**config.mk**
```make
export PLATFORM = sky130hd
export DESIGN_NAME = llc_input_arbiter_flat
export DESIGN_NICKNAME = d
export VERILOG_FILES = /design/src/rtl/llc_input_arbiter_pkg.sv /design/src/rtl/llc_input_arbiter_if.sv /design/src/rtl/llc_input_arbiter_inflight_table.sv /design/src/rtl/llc_input_arbiter.sv /design/src/flat_wrapper.sv
export SDC_FILE = /design/constraint.sdc
export NUM_CORES = 1
export LEC_CHECK = 0
export BUFFER_PORTS_ARGS = -buffer_cell sky130_fd_sc_hd__buf_2
export CORE_ASPECT_RATIO = 0.8
export CORE_UTILIZATION = 55
export DETAILED_ROUTE_END_ITERATION = 12
export PLACE_DENSITY = 0.76
export SYNTH_ARGS = -nofsm -noshare
export SYNTH_HDL_FRONTEND = slang
export SYNTH_SLANG_ARGS = --single-unit
```
**constraint.sdc**
```tcl
create_clock -name clk -period 2.8 [get_ports clk]
set_input_delay 0.28 -clock clk [delete_from_list [all_inputs] [get_ports clk]]
set_output_delay 0.28 -clock clk [all_outputs]
set_load 0.05 [all_outputs]
```
**src/rtl/llc_input_arbiter_pkg.sv**
```systemverilog
`default_nettype none
// ============================================================================
// llc_input_arbiter_pkg : shared constants and source encoding, LLC input arbiter
// Revision: 1.0
// ============================================================================
package llc_input_arbiter_pkg;

  localparam int LLC_SET_BITS     = 8;
  localparam int LLC_NUM_INFLIGHT = 4;

  typedef enum logic [1:0] {
    SRC_RSP    = 2'd0,
    SRC_RST_TB = 2'd1,
    SRC_REQ    = 2'd2,
    SRC_DMA    = 2'd3
  } llc_src_t;

endpackage
`default_nettype wire

```
**src/rtl/llc_input_arbiter_if.sv**
```systemverilog
`default_nettype none
// ============================================================================
// llc_input_arbiter_if : input channels, issue slot and retire bus of the arbiter
// Revision: 1.0
// ============================================================================
interface llc_input_arbiter_if
  import llc_input_arbiter_pkg::*;
#(
  parameter int SET_BITS = LLC_SET_BITS,
  parameter int ID_BITS  = $clog2(LLC_NUM_INFLIGHT)
);
  logic                rsp_valid;
  logic [SET_BITS-1:0] rsp_set;
  logic                rsp_ready;
  logic                rst_tb_valid;
  logic [SET_BITS-1:0] rst_tb_set;
  logic                rst_tb_ready;
  logic                req_valid;
  logic [SET_BITS-1:0] req_set;
  logic                req_ready;
  logic                dma_valid;
  logic [SET_BITS-1:0] dma_set;
  logic                dma_ready;
  logic                req_stall;
  logic                flush_stall;
  logic                rst_stall;
  logic                issue_valid;
  llc_src_t            issue_src;
  logic [SET_BITS-1:0] issue_set;
  logic [ID_BITS-1:0]  issue_id;
  logic                issue_ready;
  logic                retire_valid;
  logic [ID_BITS-1:0]  retire_id;
  logic                inflight_full;
  logic                err_retire;

  modport master (
    output rsp_valid, rsp_set, rst_tb_valid, rst_tb_set,
           req_valid, req_set, dma_valid, dma_set,
           req_stall, flush_stall, rst_stall,
           issue_ready, retire_valid, retire_id,
    input  rsp_ready, rst_tb_ready, req_ready, dma_ready,
           issue_valid, issue_src, issue_set, issue_id,
           inflight_full, err_retire
  );

  modport slave (
    input  rsp_valid, rsp_set, rst_tb_valid, rst_tb_set,
           req_valid, req_set, dma_valid, dma_set,
           req_stall, flush_stall, rst_stall,
           issue_ready, retire_valid, retire_id,
    output rsp_ready, rst_tb_ready, req_ready, dma_ready,
           issue_valid, issue_src, issue_set, issue_id,
           inflight_full, err_retire
  );

endinterface
`default_nettype wire

```
**src/rtl/llc_input_arbiter_inflight_table.sv**
```systemverilog
`default_nettype none
// ============================================================================
// llc_inflight_table : busy/set tracking, lowest-free allocation, conflicts, retire
// Revision: 1.0
// ============================================================================
module llc_inflight_table
  import llc_input_arbiter_pkg::*;
#(
  parameter int SET_BITS     = LLC_SET_BITS,
  parameter int NUM_INFLIGHT = LLC_NUM_INFLIGHT,
  parameter int ID_BITS      = $clog2(NUM_INFLIGHT)
) (
  input  logic                clk,
  input  logic                rst,
  input  logic                retire_valid_i,
  input  logic [ID_BITS-1:0]  retire_id_i,
  input  logic                alloc_i,
  input  logic [SET_BITS-1:0] alloc_set_i,
  input  logic [SET_BITS-1:0] req_set_i,
  input  logic [SET_BITS-1:0] dma_set_i,
  output logic [ID_BITS-1:0]  alloc_id_o,
  output logic                req_conflict_o,
  output logic                dma_conflict_o,
  output logic                has_free_o,
  output logic                full_o,
  output logic                err_retire_o
);

  logic [NUM_INFLIGHT-1:0] busy_q;
  logic [NUM_INFLIGHT-1:0] busy_d;
  logic [SET_BITS-1:0]     set_q [NUM_INFLIGHT];
  logic                    err_q;
  logic [NUM_INFLIGHT-1:0] retire_hit;
  logic [NUM_INFLIGHT-1:0] busy_eff;
  logic [NUM_INFLIGHT-1:0] alloc_oh;
  logic                    bad_retire;

  // Retire is applied first so a freed entry is visible to this cycle's checks.
  always_comb begin
    retire_hit = '0;
    for (int i = 0; i < NUM_INFLIGHT; i++) begin
      retire_hit[i] = retire_valid_i && (retire_id_i == ID_BITS'(i));
    end
  end

  assign busy_eff   = busy_q & ~retire_hit;
  assign bad_retire = retire_valid_i && !(|(retire_hit & busy_q));

  always_comb begin
    logic found;
    found      = 1'b0;
    alloc_oh   = '0;
    alloc_id_o = '0;
    for (int i = 0; i < NUM_INFLIGHT; i++) begin
      if (!busy_eff[i] && !found) begin
        found       = 1'b1;
        alloc_oh[i] = 1'b1;
        alloc_id_o  = ID_BITS'(i);
      end
    end
  end

  always_comb begin
    req_conflict_o = 1'b0;
    dma_conflict_o = 1'b0;
    for (int i = 0; i < NUM_INFLIGHT; i++) begin
      if (busy_eff[i] && (set_q[i] == req_set_i)) req_conflict_o = 1'b1;
      if (busy_eff[i] && (set_q[i] == dma_set_i)) dma_conflict_o = 1'b1;
    end
  end

  assign busy_d       = busy_eff | (alloc_i ? alloc_oh : '0);
  assign has_free_o   = ~&busy_eff;
  assign full_o       = &busy_q;
  assign err_retire_o = err_q;

  always_ff @(posedge clk) begin
    if (!rst) begin
      busy_q <= '0;
      err_q  <= 1'b0;
      for (int i = 0; i < NUM_INFLIGHT; i++) set_q[i] <= '0;
    end else begin
      busy_q <= busy_d;
      if (bad_retire) err_q <= 1'b1;
      for (int i = 0; i < NUM_INFLIGHT; i++) begin
        if (alloc_i && alloc_oh[i]) set_q[i] <= alloc_set_i;
      end
    end
  end

endmodule
`default_nettype wire

```
**src/rtl/llc_input_arbiter.sv**
```systemverilog
`default_nettype none
// ============================================================================
// llc_input_arbiter : four-channel LLC front-end scheduler with in-flight set tracking
// Revision: 1.0
// ============================================================================
module llc_input_arbiter
  import llc_input_arbiter_pkg::*;
#(
  parameter int SET_BITS     = LLC_SET_BITS,
  parameter int NUM_INFLIGHT = LLC_NUM_INFLIGHT,
  parameter int ID_BITS      = $clog2(NUM_INFLIGHT)
) (
  input  logic         clk,
  input  logic         rst,
  llc_input_arbiter_if.slave bus
);

  logic                issue_valid_q, issue_valid_d;
  llc_src_t            issue_src_q,   issue_src_d;
  logic [SET_BITS-1:0] issue_set_q,   issue_set_d;
  logic [ID_BITS-1:0]  issue_id_q,    issue_id_d;
  logic                rr_dma_q,      rr_dma_d;

  logic                grant;
  llc_src_t            grant_src;
  logic [SET_BITS-1:0] grant_set;
  logic [ID_BITS-1:0]  alloc_id;
  logic                req_conflict;
  logic                dma_conflict;
  logic                has_free;
  logic                slot_free;
  logic                can_grant;
  logic                req_elig;
  logic                dma_elig;

  llc_inflight_table #(
    .SET_BITS    (SET_BITS),
    .NUM_INFLIGHT(NUM_INFLIGHT),
    .ID_BITS     (ID_BITS)
  ) u_table (
    .clk           (clk),
    .rst           (rst),
    .retire_valid_i(bus.retire_valid),
    .retire_id_i   (bus.retire_id),
    .alloc_i       (grant),
    .alloc_set_i   (grant_set),
    .req_set_i     (bus.req_set),
    .dma_set_i     (bus.dma_set),
    .alloc_id_o    (alloc_id),
    .req_conflict_o(req_conflict),
    .dma_conflict_o(dma_conflict),
    .has_free_o    (has_free),
    .full_o        (bus.inflight_full),
    .err_retire_o  (bus.err_retire)
  );

  // rst gates grants so no ready can rise while reset is held.
  assign slot_free = !issue_valid_q || bus.issue_ready;
  assign can_grant = rst && slot_free && has_free;
  assign req_elig  = bus.req_valid && !bus.req_stall && !bus.flush_stall
                   && !bus.rst_stall && !req_conflict;
  assign dma_elig  = bus.dma_valid && !bus.flush_stall && !bus.rst_stall
                   && !dma_conflict;

  // rsp and rst_tb bypass the conflict check: responses resolve pending recalls.
  always_comb begin
    grant     = 1'b0;
    grant_src = SRC_RSP;
    grant_set = bus.rsp_set;
    if (can_grant) begin
      if (bus.rsp_valid) begin
        grant     = 1'b1;
        grant_src = SRC_RSP;
        grant_set = bus.rsp_set;
      end else if (bus.rst_tb_valid) begin
        grant     = 1'b1;
        grant_src = SRC_RST_TB;
        grant_set = bus.rst_tb_set;
      end else if (req_elig && (!dma_elig || !rr_dma_q)) begin
        grant     = 1'b1;
        grant_src = SRC_REQ;
        grant_set = bus.req_set;
      end else if (dma_elig) begin
        grant     = 1'b1;
        grant_src = SRC_DMA;
        grant_set = bus.dma_set;
      end
    end
  end

  assign bus.rsp_ready    = grant && (grant_src == SRC_RSP);
  assign bus.rst_tb_ready = grant && (grant_src == SRC_RST_TB);
  assign bus.req_ready    = grant && (grant_src == SRC_REQ);
  assign bus.dma_ready    = grant && (grant_src == SRC_DMA);

  always_comb begin
    issue_valid_d = issue_valid_q;
    issue_src_d   = issue_src_q;
    issue_set_d   = issue_set_q;
    issue_id_d    = issue_id_q;
    rr_dma_d      = rr_dma_q;
    if (grant) begin
      issue_valid_d = 1'b1;
      issue_src_d   = grant_src;
      issue_set_d   = grant_set;
      issue_id_d    = alloc_id;
      if (grant_src == SRC_REQ) rr_dma_d = 1'b1;
      if (grant_src == SRC_DMA) rr_dma_d = 1'b0;
    end else if (bus.issue_ready) begin
      issue_valid_d = 1'b0;
    end
  end

  always_ff @(posedge clk) begin
    if (!rst) begin
      issue_valid_q <= 1'b0;
      issue_src_q   <= SRC_RSP;
      issue_set_q   <= '0;
      issue_id_q    <= '0;
      rr_dma_q      <= 1'b0;
    end else begin
      issue_valid_q <= issue_valid_d;
      issue_src_q   <= issue_src_d;
      issue_set_q   <= issue_set_d;
      issue_id_q    <= issue_id_d;
      rr_dma_q      <= rr_dma_d;
    end
  end

  assign bus.issue_valid = issue_valid_q;
  assign bus.issue_src   = issue_src_q;
  assign bus.issue_set   = issue_set_q;
  assign bus.issue_id    = issue_id_q;

endmodule
`default_nettype wire

```
**src/flat_wrapper.sv**
```systemverilog
// flat-port wrapper written by rule: the top's interface ports become plain ports
module llc_input_arbiter_flat import llc_input_arbiter_pkg::*;
#(
  parameter int SET_BITS     = LLC_SET_BITS,
  parameter int NUM_INFLIGHT = LLC_NUM_INFLIGHT,
  parameter int ID_BITS      = $clog2(NUM_INFLIGHT)
)
  (clk, rst, bus_rsp_valid, bus_rsp_set, bus_rst_tb_valid, bus_rst_tb_set, bus_req_valid, bus_req_set, bus_dma_valid, bus_dma_set, bus_req_stall, bus_flush_stall, bus_rst_stall, bus_issue_ready, bus_retire_valid, bus_retire_id, bus_rsp_ready, bus_rst_tb_ready, bus_req_ready, bus_dma_ready, bus_issue_valid, bus_issue_src, bus_issue_set, bus_issue_id, bus_inflight_full, bus_err_retire);
  llc_input_arbiter_if #(.SET_BITS(SET_BITS), .ID_BITS(ID_BITS)) bus_i ();
  input  logic clk;
  input  logic rst;
  input wire logic [$bits(bus_i.rsp_valid)-1:0] bus_rsp_valid;
  input wire logic [$bits(bus_i.rsp_set)-1:0] bus_rsp_set;
  input wire logic [$bits(bus_i.rst_tb_valid)-1:0] bus_rst_tb_valid;
  input wire logic [$bits(bus_i.rst_tb_set)-1:0] bus_rst_tb_set;
  input wire logic [$bits(bus_i.req_valid)-1:0] bus_req_valid;
  input wire logic [$bits(bus_i.req_set)-1:0] bus_req_set;
  input wire logic [$bits(bus_i.dma_valid)-1:0] bus_dma_valid;
  input wire logic [$bits(bus_i.dma_set)-1:0] bus_dma_set;
  input wire logic [$bits(bus_i.req_stall)-1:0] bus_req_stall;
  input wire logic [$bits(bus_i.flush_stall)-1:0] bus_flush_stall;
  input wire logic [$bits(bus_i.rst_stall)-1:0] bus_rst_stall;
  input wire logic [$bits(bus_i.issue_ready)-1:0] bus_issue_ready;
  input wire logic [$bits(bus_i.retire_valid)-1:0] bus_retire_valid;
  input wire logic [$bits(bus_i.retire_id)-1:0] bus_retire_id;
  output wire logic [$bits(bus_i.rsp_ready)-1:0] bus_rsp_ready;
  output wire logic [$bits(bus_i.rst_tb_ready)-1:0] bus_rst_tb_ready;
  output wire logic [$bits(bus_i.req_ready)-1:0] bus_req_ready;
  output wire logic [$bits(bus_i.dma_ready)-1:0] bus_dma_ready;
  output wire logic [$bits(bus_i.issue_valid)-1:0] bus_issue_valid;
  output wire logic [$bits(bus_i.issue_src)-1:0] bus_issue_src;
  output wire logic [$bits(bus_i.issue_set)-1:0] bus_issue_set;
  output wire logic [$bits(bus_i.issue_id)-1:0] bus_issue_id;
  output wire logic [$bits(bus_i.inflight_full)-1:0] bus_inflight_full;
  output wire logic [$bits(bus_i.err_retire)-1:0] bus_err_retire;
  assign bus_i.rsp_valid = bus_rsp_valid;
  assign bus_i.rsp_set = bus_rsp_set;
  assign bus_i.rst_tb_valid = bus_rst_tb_valid;
  assign bus_i.rst_tb_set = bus_rst_tb_set;
  assign bus_i.req_valid = bus_req_valid;
  assign bus_i.req_set = bus_req_set;
  assign bus_i.dma_valid = bus_dma_valid;
  assign bus_i.dma_set = bus_dma_set;
  assign bus_i.req_stall = bus_req_stall;
  assign bus_i.flush_stall = bus_flush_stall;
  assign bus_i.rst_stall = bus_rst_stall;
  assign bus_i.issue_ready = bus_issue_ready;
  assign bus_i.retire_valid = bus_retire_valid;
  assign bus_i.retire_id = bus_retire_id;
  assign bus_rsp_ready = bus_i.rsp_ready;
  assign bus_rst_tb_ready = bus_i.rst_tb_ready;
  assign bus_req_ready = bus_i.req_ready;
  assign bus_dma_ready = bus_i.dma_ready;
  assign bus_issue_valid = bus_i.issue_valid;
  assign bus_issue_src = bus_i.issue_src;
  assign bus_issue_set = bus_i.issue_set;
  assign bus_issue_id = bus_i.issue_id;
  assign bus_inflight_full = bus_i.inflight_full;
  assign bus_err_retire = bus_i.err_retire;
  llc_input_arbiter #(.SET_BITS(SET_BITS), .NUM_INFLIGHT(NUM_INFLIGHT), .ID_BITS(ID_BITS)) u_core (.clk(clk), .rst(rst), .bus(bus_i));
endmodule
```
==> metrics.yaml, run 1 <==
critical_path:
  required_ps: 2520
  crit_start: "u_core.u_table.set_q[3][4]$_SDFFCE_PN0P_"
  crit_arrival_ps: 2490
  r2r_start: "u_core.u_table.set_q[1][7]$_SDFFCE_PN0P_"
  critical_path_class: "register to output pin"
  start_kind: "register"
  critPathMaxFanout: 11
  critPathCaptureType: "output pin"
synthesis:
  yosysTopAreaCell: "edfxtp_1"
  synthDominantCellAreaShare: 0.2569
  yosys-top-cells-area: "edfxtp_1 26%, dfxtp_1 10%, xnor2_1 8.9%, xor2_1 6.1%, nor3_1 4.7%"
  async_flop_share: 0
  synth_top_family_by_area: "simple AND/OR/NAND/NOR gates"
  ys_seq_area_frac: 0.3586
  synth_compound_area_frac: 0.1813
  synth_cells: 402
  syn-cell-area_sq_mm: 0.003740
  synth-seq-cells: 51
  synth.mux.area_fraction: 0.006022
  syn_area_per_cell_sq_um: 9.303
  synth_edf_count: 32
  yosys_warnings: 0
  synth_xor_xnor_area_share: 0.1499
  ys.flop_type: "edfxtp_1"
  synth_fp_nets: 447
  ys_types: 62
  synthSimpleGateAreaFrac: 0.2469
  yosys.area_share.adder: 0
run_status:
  status: "completed"
layout:
  seqCellArea_sq_mm: 0.001341
  fill_cells: 541
  drive_above_1_share: 0.2804
  final_net_count: 504
  syn_to_final_growth_pct: 15.79
  fin_area_sq_mm: 0.004330
  multiInputGateArea_sq_mm: 0.002267
  insertedDiodeCount: 0
  final_util: 0.6689
sta:
  min_period_ps: 2768
  hold_viol: 0
  worst_clock_skew_ps: 19.91
  setup_violations: 0
  tightest_slew_ps: 926.1
  slew_headroom: 0.3773
  slew_violations: 0
  fin_setup_tns_ps: 0
  hold_slack_ps: 301.7
  post-route-period-util: 0.9885
  rsz0062_at_grt: "true"
  max_freq_mhz: 361.3
cts:
  cts_buffer_depth: 2
  cts_tree: "done"
  postCtsHoldBufs: 0
  clock-root-buffer: "clkbuf_8"
  clkTransAtPathRegs_ps: 110
  clk_latency_ps: 320
  htreeDepth: 2
  clkSinkCount: 51
  numCtsBuffers: 5
power_and_ir_drop:
  p_total_uw: 1831
  power_leakage_uw: 0.001630
  vdd_drop_max_uv: 330.7
  powerDensity_mw_per_mm2: 422.8
detailed_routing:
  vias: 3528
  route.detailed.drc: 0
  dr.pass1.iters: 5
  drt_iter0_markers: 315
  viasPerCell: 6.485
  detail_route.wl_per_cell_microns: 20.69
  postRouteAntennaNets: 0
  routed_wl_mm: 11.25
floorplan:
  dieArea_sq_mm: 0.007136
  pin_count: 64
  die_w_microns: 94.20
  row_count: 26
  initial_core_util: 0.5777
  die_y_microns: 75.76
  fp.coreArea_sq_mm: 0.006474
global_route:
  grt_pass1_vias: 3225
  grt_util_all_layers: 0.3263
  grt_max_degree: 20
  grt_antenna_before_repair: 0
  grt_pass1_wl_mm: 17.05
  globalRouteOverflowTotal: 0
placement:
  dp_hpwl_mm: 8.560
  globalplace.congestion: 0.9903
  io_buffer_count: 63
  post_dp_cell_area_sq_mm: 0.004143
hold_path:
  hp-class: "input port to register"
  min-delay-start: "bus_issue_ready"
job:
  max-cap-violations: 0
[kinds of logic (layout without fill, tap and decap cells)]
kind of cell              Yosys count  after routing
DFF                                51             51
xor gates and xnor gates           64             64
buffers and inverters              42            100
and+or+nand+nor                   163            163
muxes                               1              1
AOI/OAI and AO/OA                  81             81
[through the flow]
step           cells  worst slack [ps]
2_1_floorplan    402             48.55
3_3_place_gp     535             6.093
3_5_place_dp     535            -14.71
4_1_cts          544             8.747
5_1_grt          544            -70.59
6_report         544             32.07
[sequential cells by signal, indices dropped and copies added, names as in the netlist]
name	count
u_core.bus.issue_id	2
u_core.bus.issue_set	8
u_core.bus.issue_src	2
u_core.bus.issue_valid	1
u_core.rr_dma_q	1
u_core.u_table.busy_q	4
u_core.u_table.err_retire_o	1
u_core.u_table.set_q	32
[worst max-delay path, cell delays in order, from the launching register on]
cell      delay, ps
edfxtp_1        450
xnor2_1         190
nand4_1         190
or4_4           540
nand3_4         170
o211ai_1        230
nor2_1          170
buf_4           220
[power by group]
part | total (uW) | internal [uW] | switching [uW]
Combinational | 489 | 174 | 315
Clock | 457 | 184 | 272
Sequential | 885 | 849 | 36.3
[placed cells by master (no fill, tap or decap), types with 7 or more instances in the layout]
cell type   n
buf_2      62
xnor2_1    35
nand2_1    33
nor3_1     33
edfxtp_1   32
xor2_1     25
nor2_1     24
buf_4      22
nand4_1    19
dfxtp_1    19
o211ai_1   12
nor4_1      9
nand3_1     8
inv_1       7
a311oi_1    7
a21oi_1     7
o31ai_1     7
[synth_stat cells (3+ instances only)]
cell and n:
a31oi_1 6, clkbuf_1 9, nor3_1 35, dfxtp_1 19
a21boi_0 3, nand3b_1 6, nand3_1 8, a21oi_1 7
buf_6 3, xor2_1 26, nor4_1 10, buf_2 21
o21bai_1 6, a311oi_1 7, inv_1 7, nand4_1 19
o21a_1 5, xnor2_1 38, edfxtp_1 32, o22ai_1 3
o31ai_1 7, o211ai_1 12, o311ai_0 4, nand2_1 34
and2_1 3, nor2_1 24, a211oi_1 6
[layout make-up]
| cell class | instances | area share |
|---|---|---|
| Multi-Input combinational cell | 309 | 0.5235 |
| Sequential cell | 51 | 0.3097 |
| Timing Repair Buffer | 85 | 0.1144 |
| Tap cell | 84 | 0.02427 |
| Clock buffer | 5 | 0.01589 |
| Clock inverter | 3 | 0.006068 |
| Inverter | 7 | 0.006068 |
[metal layers]
metal,track usage,part of all wire
met2,0.5201,0.46
met1,0.4428,0.42
met5,0,0
met4,0.1060,0.024
met3,0.07485,0.090
[final timing paths]
kind	endpoint	slack (ps)	depth (start not counted)
max	bus_req_ready	30	7
max reg2reg	u_core.u_table.set_q[1][1]$_SDFFCE_PN0P_	140	8
min reg2reg	u_core.u_table.err_retire_o$_SDFFE_PN0P_	470	1
min	u_core.bus.issue_valid$_SDFFE_PN0P_	300	3
[what timing repair did]
action                     4_1_cts  5_1_grt
gates resized for setup          7        8
setup endpoints to repair        5       24
setup buffers                    1        0
pin swaps                        1        2
No activity file was read; power rests on OpenSTA's default activity.
==> inputs of run 2 (changes only) <==
--- a/config.mk
+++ b/config.mk
@@ -5,6 +5,7 @@
 export SDC_FILE = /design/constraint.sdc
 export NUM_CORES = 1
 export LEC_CHECK = 0
+export ABC_AREA = 1
 export BUFFER_PORTS_ARGS = -buffer_cell sky130_fd_sc_hd__buf_2
 export CORE_ASPECT_RATIO = 0.8
 export CORE_UTILIZATION = 55
==> run 2 against run 1 <==
  * Register-to-register slack improved by 150 ps
  * Cell area down 2.6%
  * Combinational power about the same
  * Setup slack improved by 110 ps
  * Critical endpoint is now bus_dma_ready
  * Highest routed layer unchanged
  * Synthesized area increased by 0.64%
==> metrics.yaml, run 2 <==
critical_path:
  required_ps: 2520  # about the same
  rrSetupSlack_ps: 290  # was 140 ps
  slowest_stage: "edfxtp_1"  # was or4_4
  critical_path_class: "register to output pin"  # unchanged
  r2r-end: "u_core.u_table.set_q[0][3]$_SDFFCE_PN0P_"  # was u_core.u_table.set_q[1][1]$_SDFFCE_PN0P_
  path_cells: "xor2_1 > nor2_1 > nand4_1 > o21ai_4 > nor2_8 > nand2_4 > inv_2 > o21ai_1 > nand2_1 > nor2_2 > buf_4"  # was xnor2_1 > nand4_1 > or4_4 > nand3_4 > o211ai_1 > nor2_1 > buf_4
  start_kind: "register"  # unchanged
  cp_num_buf_inv: 2  # was 1
  critPathTopFamily: "simple AND/OR/NAND/NOR gates"  # unchanged
  critPathMaxFanout: 10  # was 11
  r2r_cells: 13  # was 8
  crit_arrival_ps: 2380  # was 2490 ps
  r2r_start: "u_core.u_table.set_q[2][2]$_SDFFCE_PN0P_"  # was u_core.u_table.set_q[1][7]$_SDFFCE_PN0P_
  cpPeakStageDelay_ps: 440  # was 540 ps
  critPathCaptureType: "output pin"  # unchanged
detailed_routing:
  detail_route.wl_per_cell_microns: 15.78  # was 20.69 microns
  dr.pass1.iters: 7  # was 5
  routed_wl_mm: 10.29  # was 11.25 mm
  vias: 3477  # was 3,528
  postRouteAntennaNets: 0  # unchanged
  viasPerCell: 5.333  # was 6.485
  route.detailed.drc: 0  # unchanged
  dr_wl_met2_mm: 4.495  # was 5.193 mm
  drt_iter0_markers: 277  # was 315
  met1_length_mm: 4.517  # was 4.770 mm
  met3_length_microns: 985  # was 1.013 mm
  topRoutingLayerUsed: "met4"  # unchanged
synthesis:
  synth_fp_nets: 554  # was 447
  synth_edf_count: 32  # unchanged
  ys_types: 41  # was 62
  synth_cells: 509  # was 402
  yosys-top-cells-area: "edfxtp_1 26%, nand2_1 15%, dfxtp_1 10%, xnor2_1 6.7%, nor2_1 6.5%"  # was edfxtp_1 26%, dfxtp_1 10%, xnor2_1 8.9%, xor2_1 6.1%, nor3_1 4.7%
  synthDominantCellAreaShare: 0.2553  # was 0.2569
  synth_commonest_cells: "151 x nand2_1, 65 x nor2_1, 41 x inv_1, 32 x edfxtp_1, 29 x xnor2_1"  # was 38 x xnor2_1, 35 x nor3_1, 34 x nand2_1, 32 x edfxtp_1, 26 x xor2_1
  async_flop_share: 0  # unchanged
  ys.flop_type: "edfxtp_1"  # unchanged
  synth_most_common_cell: "nand2_1"  # was xnor2_1
  syn-cell-area_sq_mm: 0.003764  # was 0.003740 sq mm
  synth-seq-cells: 51  # unchanged
  syn_area_per_cell_sq_um: 7.394  # was 9.303 sq um
  ys_seq_area_frac: 0.3564  # was 0.3586
  yosysTopAreaCell: "edfxtp_1"  # unchanged
  yosys_warnings: 0  # unchanged
sta:
  post-route-period-util: 0.9483  # was 0.9885
  hold_viol: 0  # unchanged
  slew_headroom: 0.6895  # was 0.3773
  slew_violations: 0  # unchanged
  setup_violations: 0  # unchanged
  setup_slack_ps: 144.7  # was 32.07 ps
  min_period_ps: 2655  # was 2768 ps
  worst_clock_skew_ps: 14.98  # was 19.91 ps
  max_freq_mhz: 376.6  # was 361.3 MHz
  fin_setup_tns_ps: 0  # unchanged
  tightest_slew_ps: 464.7  # was 926.1 ps
floorplan:
  fp.coreArea_sq_mm: 0.006506  # was 0.006474 sq mm
  die_w_microns: 94.49  # was 94.20 microns
  die_y_microns: 75.99  # was 75.76 microns
  row_count: 26  # unchanged
  initial_core_util: 0.5785  # was 0.5777
  pin_count: 64  # unchanged
  dieArea_sq_mm: 0.007180  # was 0.007136 sq mm
cts:
  postCtsHoldBufs: 0  # unchanged
  clk_latency_ps: 310  # was 320 ps
  clkSinkCount: 51  # unchanged
  cts_tree: "done"  # unchanged
  numCtsBuffers: 5  # unchanged
  cts_buffer_depth: 2  # unchanged
  post_cts_buffers: 0  # was 1
  clkTransAtPathRegs_ps: 90  # was 110 ps
  clock-root-buffer: "clkbuf_8"  # unchanged
  htreeDepth: 2  # unchanged
layout:
  final_util: 0.6485  # was 0.6689
  insertedDiodeCount: 0  # unchanged
  final_net_count: 612  # was 504
  regMostFlops: "u_core.u_table.set_q"  # unchanged
  mostFrequentLayoutCells: "151 x nand2_1, 65 x nor2_1, 62 x buf_2, 41 x inv_1, 32 x edfxtp_1"  # was 62 x buf_2, 35 x xnor2_1, 33 x nand2_1, 33 x nor3_1, 32 x edfxtp_1
  drive_above_1_share: 0.2676  # was 0.2804
  final_common_cell: "nand2_1"  # was buf_2
  layout.cells.non_filler: 652  # was 544
  largest_register_ffs: 32  # unchanged
  syn_to_final_growth_pct: 12.10  # was 15.79%
power_and_ir_drop:
  vdd_drop_max_uv: 326.6  # was 330.7 uV
  power_leakage_uw: 0.001955  # was 0.001630 uW
  p_total_uw: 1828  # was 1831 uW
  powerDensity_mw_per_mm2: 433.2  # was 422.8 mW/mm^2
placement:
  dp_slack_ps: 281.8  # was -14.71 ps
  io_buffer_count: 63  # unchanged
  globalplace.congestion: 1.028  # was 0.9903
  dp_hpwl_mm: 7.981  # was 8.560 mm
  dp_cells: 644  # was 535
global_route:
  grt_antenna_before_repair: 0  # unchanged
  grt_pass1_vias: 3177  # was 3,225
  globalRouteOverflowTotal: 0  # unchanged
  grt_max_degree: 17  # was 20
  grt_pass1_wl_mm: 15.93  # was 17.05 mm
  grt_util_all_layers: 0.2959  # was 0.3263
job:
  max-cap-violations: 0  # unchanged
hold_path:
  holdPathStages: 4  # was 3
  hp-class: "input port to register"  # unchanged
  min-delay-start: "bus_issue_ready"  # unchanged
  hold_path_end: "u_core.bus.issue_valid$_SDFFE_PN0P_"  # unchanged
run_status:
  status: "completed"  # unchanged
run 2: cell count changes in the layout (fill, tap and decap cells not counted), sizes merged, moves of 8 or more:
cell	before	now
nand3	10	33
nor4	13	0
xor2	26	17
buf	85	71
o31ai	8	0
nor2	24	78
nand4	21	6
o211ai	12	0
nand2	34	168
nor3	37	1
a21oi	7	31
inv	9	54
xnor2	38	29
run 2: logic make-up after synthesis:
logic type,count (synthesis),share of synthesized area
buffers and inverters,75,0.09076
AND/OR/NAND/NOR,295,0.3770
AO/OA/AOI/OAI,42,0.06882
flip-flops,51,0.3564
XOR/XNOR,46,0.1070
run 2: area by class of cell:
class	instances	area [sq um]
clock inverters	2	16.27
inverters	55	209.0
fillers	625	2287
repair buffers	71	377.9
flip-flops and latches	51	1341
multi-input cells	383	2096
clock buffers	6	73.82
well taps	84	105.1
run 2: worst reg2reg max path: cells and delay by family (launching register included):
kind	cells	cell delay (ps)
AND/OR/NAND/NOR	10	1200
buffers and inverters	2	320
XOR/XNOR	1	240
flip-flops	1	430
run 2: worst max path at each step:
stage	startpoint	to	slack [ps]	depth (start not counted)
detailed placement	bus_dma_set[2]	u_core.u_table.set_q[0][2]$_SDFFCE_PN0P_	280	14
global placement	bus_dma_set[2]	u_core.u_table.set_q[0][3]$_SDFFCE_PN0P_	340	14
finish	u_core.u_table.set_q[1][2]$_SDFFCE_PN0P_	bus_dma_ready	140	11
global route	u_core.u_table.set_q[0][2]$_SDFFCE_PN0P_	bus_dma_ready	-50	12
floorplan	u_core.u_table.set_q[0][5]$_SDFFCE_PN0P_	bus_dma_ready	610	11
CTS	u_core.u_table.set_q[1][3]$_SDFFCE_PN0P_	bus_dma_ready	70	10
run 2: stage by stage:
step / instance area (sq um) / hold WS, ps
global placement: 4111 / 448.7
floorplan: 3764 / 416.1
CTS: 4202 / 270.8
finish: 4219 / 279.4
global route: 4219 / 307.9
detailed placement: 4111 / 451.0
run 2: report_power, final:
part	switching (uW)	internal [uW]	leakage [uW]
logic	328	165	0.00142
registers	41.6	848	0.000490
clock network	262	184	0.0000448
run 2: metal layers:
metal / up-vias / global-route usage
met4: 0 / 0.08788
met2: 173 / 0.4529
met1: 1576 / 0.4103
met3: 23 / 0.07685
met5: - / 0
li1: 1705 / -
run 2: repair_timing:
item	in CTS	in global routing
endpoints found under the hold margin	0	0
resized for setup	0	4
setup endpoints to repair	0	1
==> inputs of run 3 (changes only) <==
--- a/config.mk
+++ b/config.mk
@@ -7,10 +7,9 @@
 export LEC_CHECK = 0
 export ABC_AREA = 1
 export BUFFER_PORTS_ARGS = -buffer_cell sky130_fd_sc_hd__buf_2
-export CORE_ASPECT_RATIO = 0.8
 export CORE_UTILIZATION = 55
 export DETAILED_ROUTE_END_ITERATION = 12
-export PLACE_DENSITY = 0.76
+export PLACE_DENSITY = 0.78
 export SYNTH_ARGS = -nofsm -noshare
 export SYNTH_HDL_FRONTEND = slang
 export SYNTH_SLANG_ARGS = --single-unit
==> run 3 against run 2 <==
  * Global-route usage increased by 0.22 points
  * Sequential cell count unchanged
  * Total power decreased by 0.51%
  * Sequential share of layout area increased by 0.10 points
  * Non-clock buffer count increased by 1
  * First-iteration DRC count increased by 0.36%
  * Die area about the same
  * Combinational power decreased by 1%
  * Sequential power about the same
  * Cell count decreased by 0.92%
  * Fmax increased by 0.53%
  * Critical endpoint unchanged
  * Largest cell class unchanged
  * Highest routed layer unchanged
==> metrics.yaml, run 3 (synthesized netlist as in run 2, its figures left out) <==
placement:
  post_dp_cell_area_sq_mm: 0.004095  # was 0.004111 sq mm
  dp_slack_ps: 251.0  # was 281.8 ps
  globalplace.congestion: 0.9980  # was 1.028
  dp_cells: 636  # was 644
  dp_hpwl_mm: 8.274  # was 7.981 mm
  io_buffer_count: 63  # unchanged
layout:
  insertedDiodeCount: 0  # unchanged
  drive_above_1_share: 0.2654  # was 0.2676
  final_net_count: 613  # was 612
  fin_area_sq_mm: 0.004205  # was 0.004219 sq mm
  final_util: 0.6475  # was 0.6485
  final_common_cell: "nand2_1"  # unchanged
  regMostFlops: "u_core.u_table.set_q"  # unchanged
  mostFrequentLayoutCells: "151 x nand2_1, 65 x nor2_1, 62 x buf_2, 41 x inv_1, 32 x edfxtp_1"  # unchanged
  syn_to_final_growth_pct: 11.74  # was 12.10%
  layout.cells.non_filler: 646  # was 652
  largest_register_ffs: 32  # unchanged
global_route:
  grt_util_all_layers: 0.2982  # was 0.2959
  grt_max_degree: 17  # unchanged
  globalRouteMet2Util: 0.4745  # was 0.4529
  grtUsageMet3: 0.03048  # was 0.07685
  use_met1: 0.4333  # was 0.4103
  globalRouteOverflowTotal: 0  # unchanged
  grt.busiest_layer: "met2"  # unchanged
  grt_antenna_before_repair: 0  # unchanged
  grt_pass1_wl_mm: 16.13  # was 15.93 mm
  grt_pass1_vias: 3138  # was 3,177
power_and_ir_drop:
  power_leakage_uw: 0.001953  # was 0.001955 uW
  powerDensity_mw_per_mm2: 432.4  # was 433.2 mW/mm^2
  vdd_drop_max_uv: 337.3  # was 326.6 uV
sta:
  post-route-period-util: 0.9434  # was 0.9483
  slew_violations: 0  # unchanged
  slew_headroom: 0.6067  # was 0.6895
  setup_slack_ps: 158.6  # was 144.7 ps
  max_freq_mhz: 378.6  # was 376.6 MHz
  fin_setup_tns_ps: 0  # unchanged
  hold_viol: 0  # unchanged
  min_period_ps: 2641  # was 2655 ps
  setup_violations: 0  # unchanged
  rsz0062_at_grt: "false"
  tightest_slew_ps: 586.0  # was 464.7 ps
  worst_clock_skew_ps: 6.865  # was 14.98 ps
floorplan:
  pin_count: 64  # unchanged
  dieArea_sq_mm: 0.007177  # was 0.007180 sq mm
  die_y_microns: 84.72  # was 75.99 microns
  initial_core_util: 0.5795  # was 0.5785
  fp.coreArea_sq_mm: 0.006495  # was 0.006506 sq mm
  row_count: 29  # was 26
  die_w_microns: 84.72  # was 94.49 microns
job:
  max-cap-violations: 0  # unchanged
critical_path:
  critPathCaptureType: "output pin"  # unchanged
  critical_path_class: "register to output pin"  # unchanged
  required_ps: 2520  # about the same
  crit_arrival_ps: 2360  # was 2380 ps
  start_kind: "register"  # unchanged
  critPathMaxFanout: 10  # unchanged
detailed_routing:
  postRouteAntennaNets: 0  # unchanged
  detail_route.wl_per_cell_microns: 16.11  # was 15.78 microns
  vias: 3454  # was 3,477
  viasPerCell: 5.347  # was 5.333
  routed_wl_mm: 10.41  # was 10.29 mm
  route.detailed.drc: 0  # unchanged
  dr.pass1.iters: 7  # unchanged
  drt_iter0_markers: 278  # was 277
cts:
  clkSinkCount: 51  # unchanged
  clkTransAtPathRegs_ps: 100  # was 90 ps
  htreeDepth: 2  # unchanged
  numCtsBuffers: 5  # unchanged
  cts_buffer_depth: 2  # unchanged
  cts_tree: "done"  # unchanged
  clock-root-buffer: "clkbuf_8"  # unchanged
  clk_latency_ps: 310  # about the same
  postCtsHoldBufs: 0  # unchanged
hold_path:
  hp-class: "input port to register"  # unchanged
run_status:
  status: "completed"  # unchanged
==> run 3: changes by cell type in the layout (fill, tap and decap cells not counted) <==
cell        delta
nor2_2         -1
clkbuf_4       +1
o21ai_4        -1
xnor2_2        -1
inv_4          +1
clkinvlp_4     -1
o21ai_2        +1
xnor2_1        +1
nor2_4         +1
clkbuf_1       +1
clkbuf_2       -1
==> run 3: metrics by stage <==
step | power, uW | hold slack (ps)
floorplan | 1253 | 416.1
global placement | 1375 | 443.2
detailed placement | 1384 | 456.9
CTS | 1814 | 262.1
global route | 1893 | 305.1
finish | 1818 | 263.5
==> run 3: worst paths after layout <==
check             cells past startpoint                                     start  slack, ps                                       end
hold reg to reg                       2      u_core.bus.issue_src[1]$_SDFFE_PN0P_        470      u_core.bus.issue_src[1]$_SDFFE_PN0P_
setup reg to reg                     12  u_core.u_table.set_q[3][0]$_SDFFCE_PN0P_        410  u_core.u_table.set_q[3][5]$_SDFFCE_PN0P_
setup / recovery                     12  u_core.u_table.set_q[3][1]$_SDFFCE_PN0P_        160                             bus_dma_ready
hold / removal                        4                           bus_issue_ready        260       u_core.bus.issue_valid$_SDFFE_PN0P_
==> run 3: final cells by class <==
class / count / area, sq um
Fill cell: 598 / 2290
Multi-Input combinational cell: 383 / 2086
Sequential cell: 51 / 1341
Timing Repair Buffer: 72 / 385.4
Inverter: 55 / 209.0
Tap cell: 77 / 96.34
Clock buffer: 6 / 72.57
Clock inverter: 2 / 15.01
==> run 3: repair_timing <==
action / 4_1_cts / 5_1_grt
endpoints found under the setup margin: 0 / 1
endpoints found under the hold margin: 0 / 0
buffers inserted: 0 / 2
gates resized for setup: 0 / 2
==> run 3: routing by layer <==
metal | part of all wire | wire (microns)
met2 | 0.45 | 4716
met5 | 0 | 0
met1 | 0.45 | 4724
met4 | 0.022 | 229
met3 | 0.071 | 739
==> run 3: where the power goes <==
part | internal, uW | switching [uW] | total [uW]
Clock | 181 | 261 | 442
Combinational | 163 | 322 | 485
Sequential | 848 | 43.9 | 892
Total | 1190 | 627 | 1820
==> run 3: worst max-delay path, stage by stage, from the launching register on <==
cell and delay, ps:
edfxtp_1 480, xnor2_1 180, and2_4 170, nand3_2 70, nand2_2 60, nor2_4 180
nand3_4 130, nand2_4 150, inv_2 60, o21ai_1 110, nand2_1 110, nor2_2 110
clkbuf_4 240
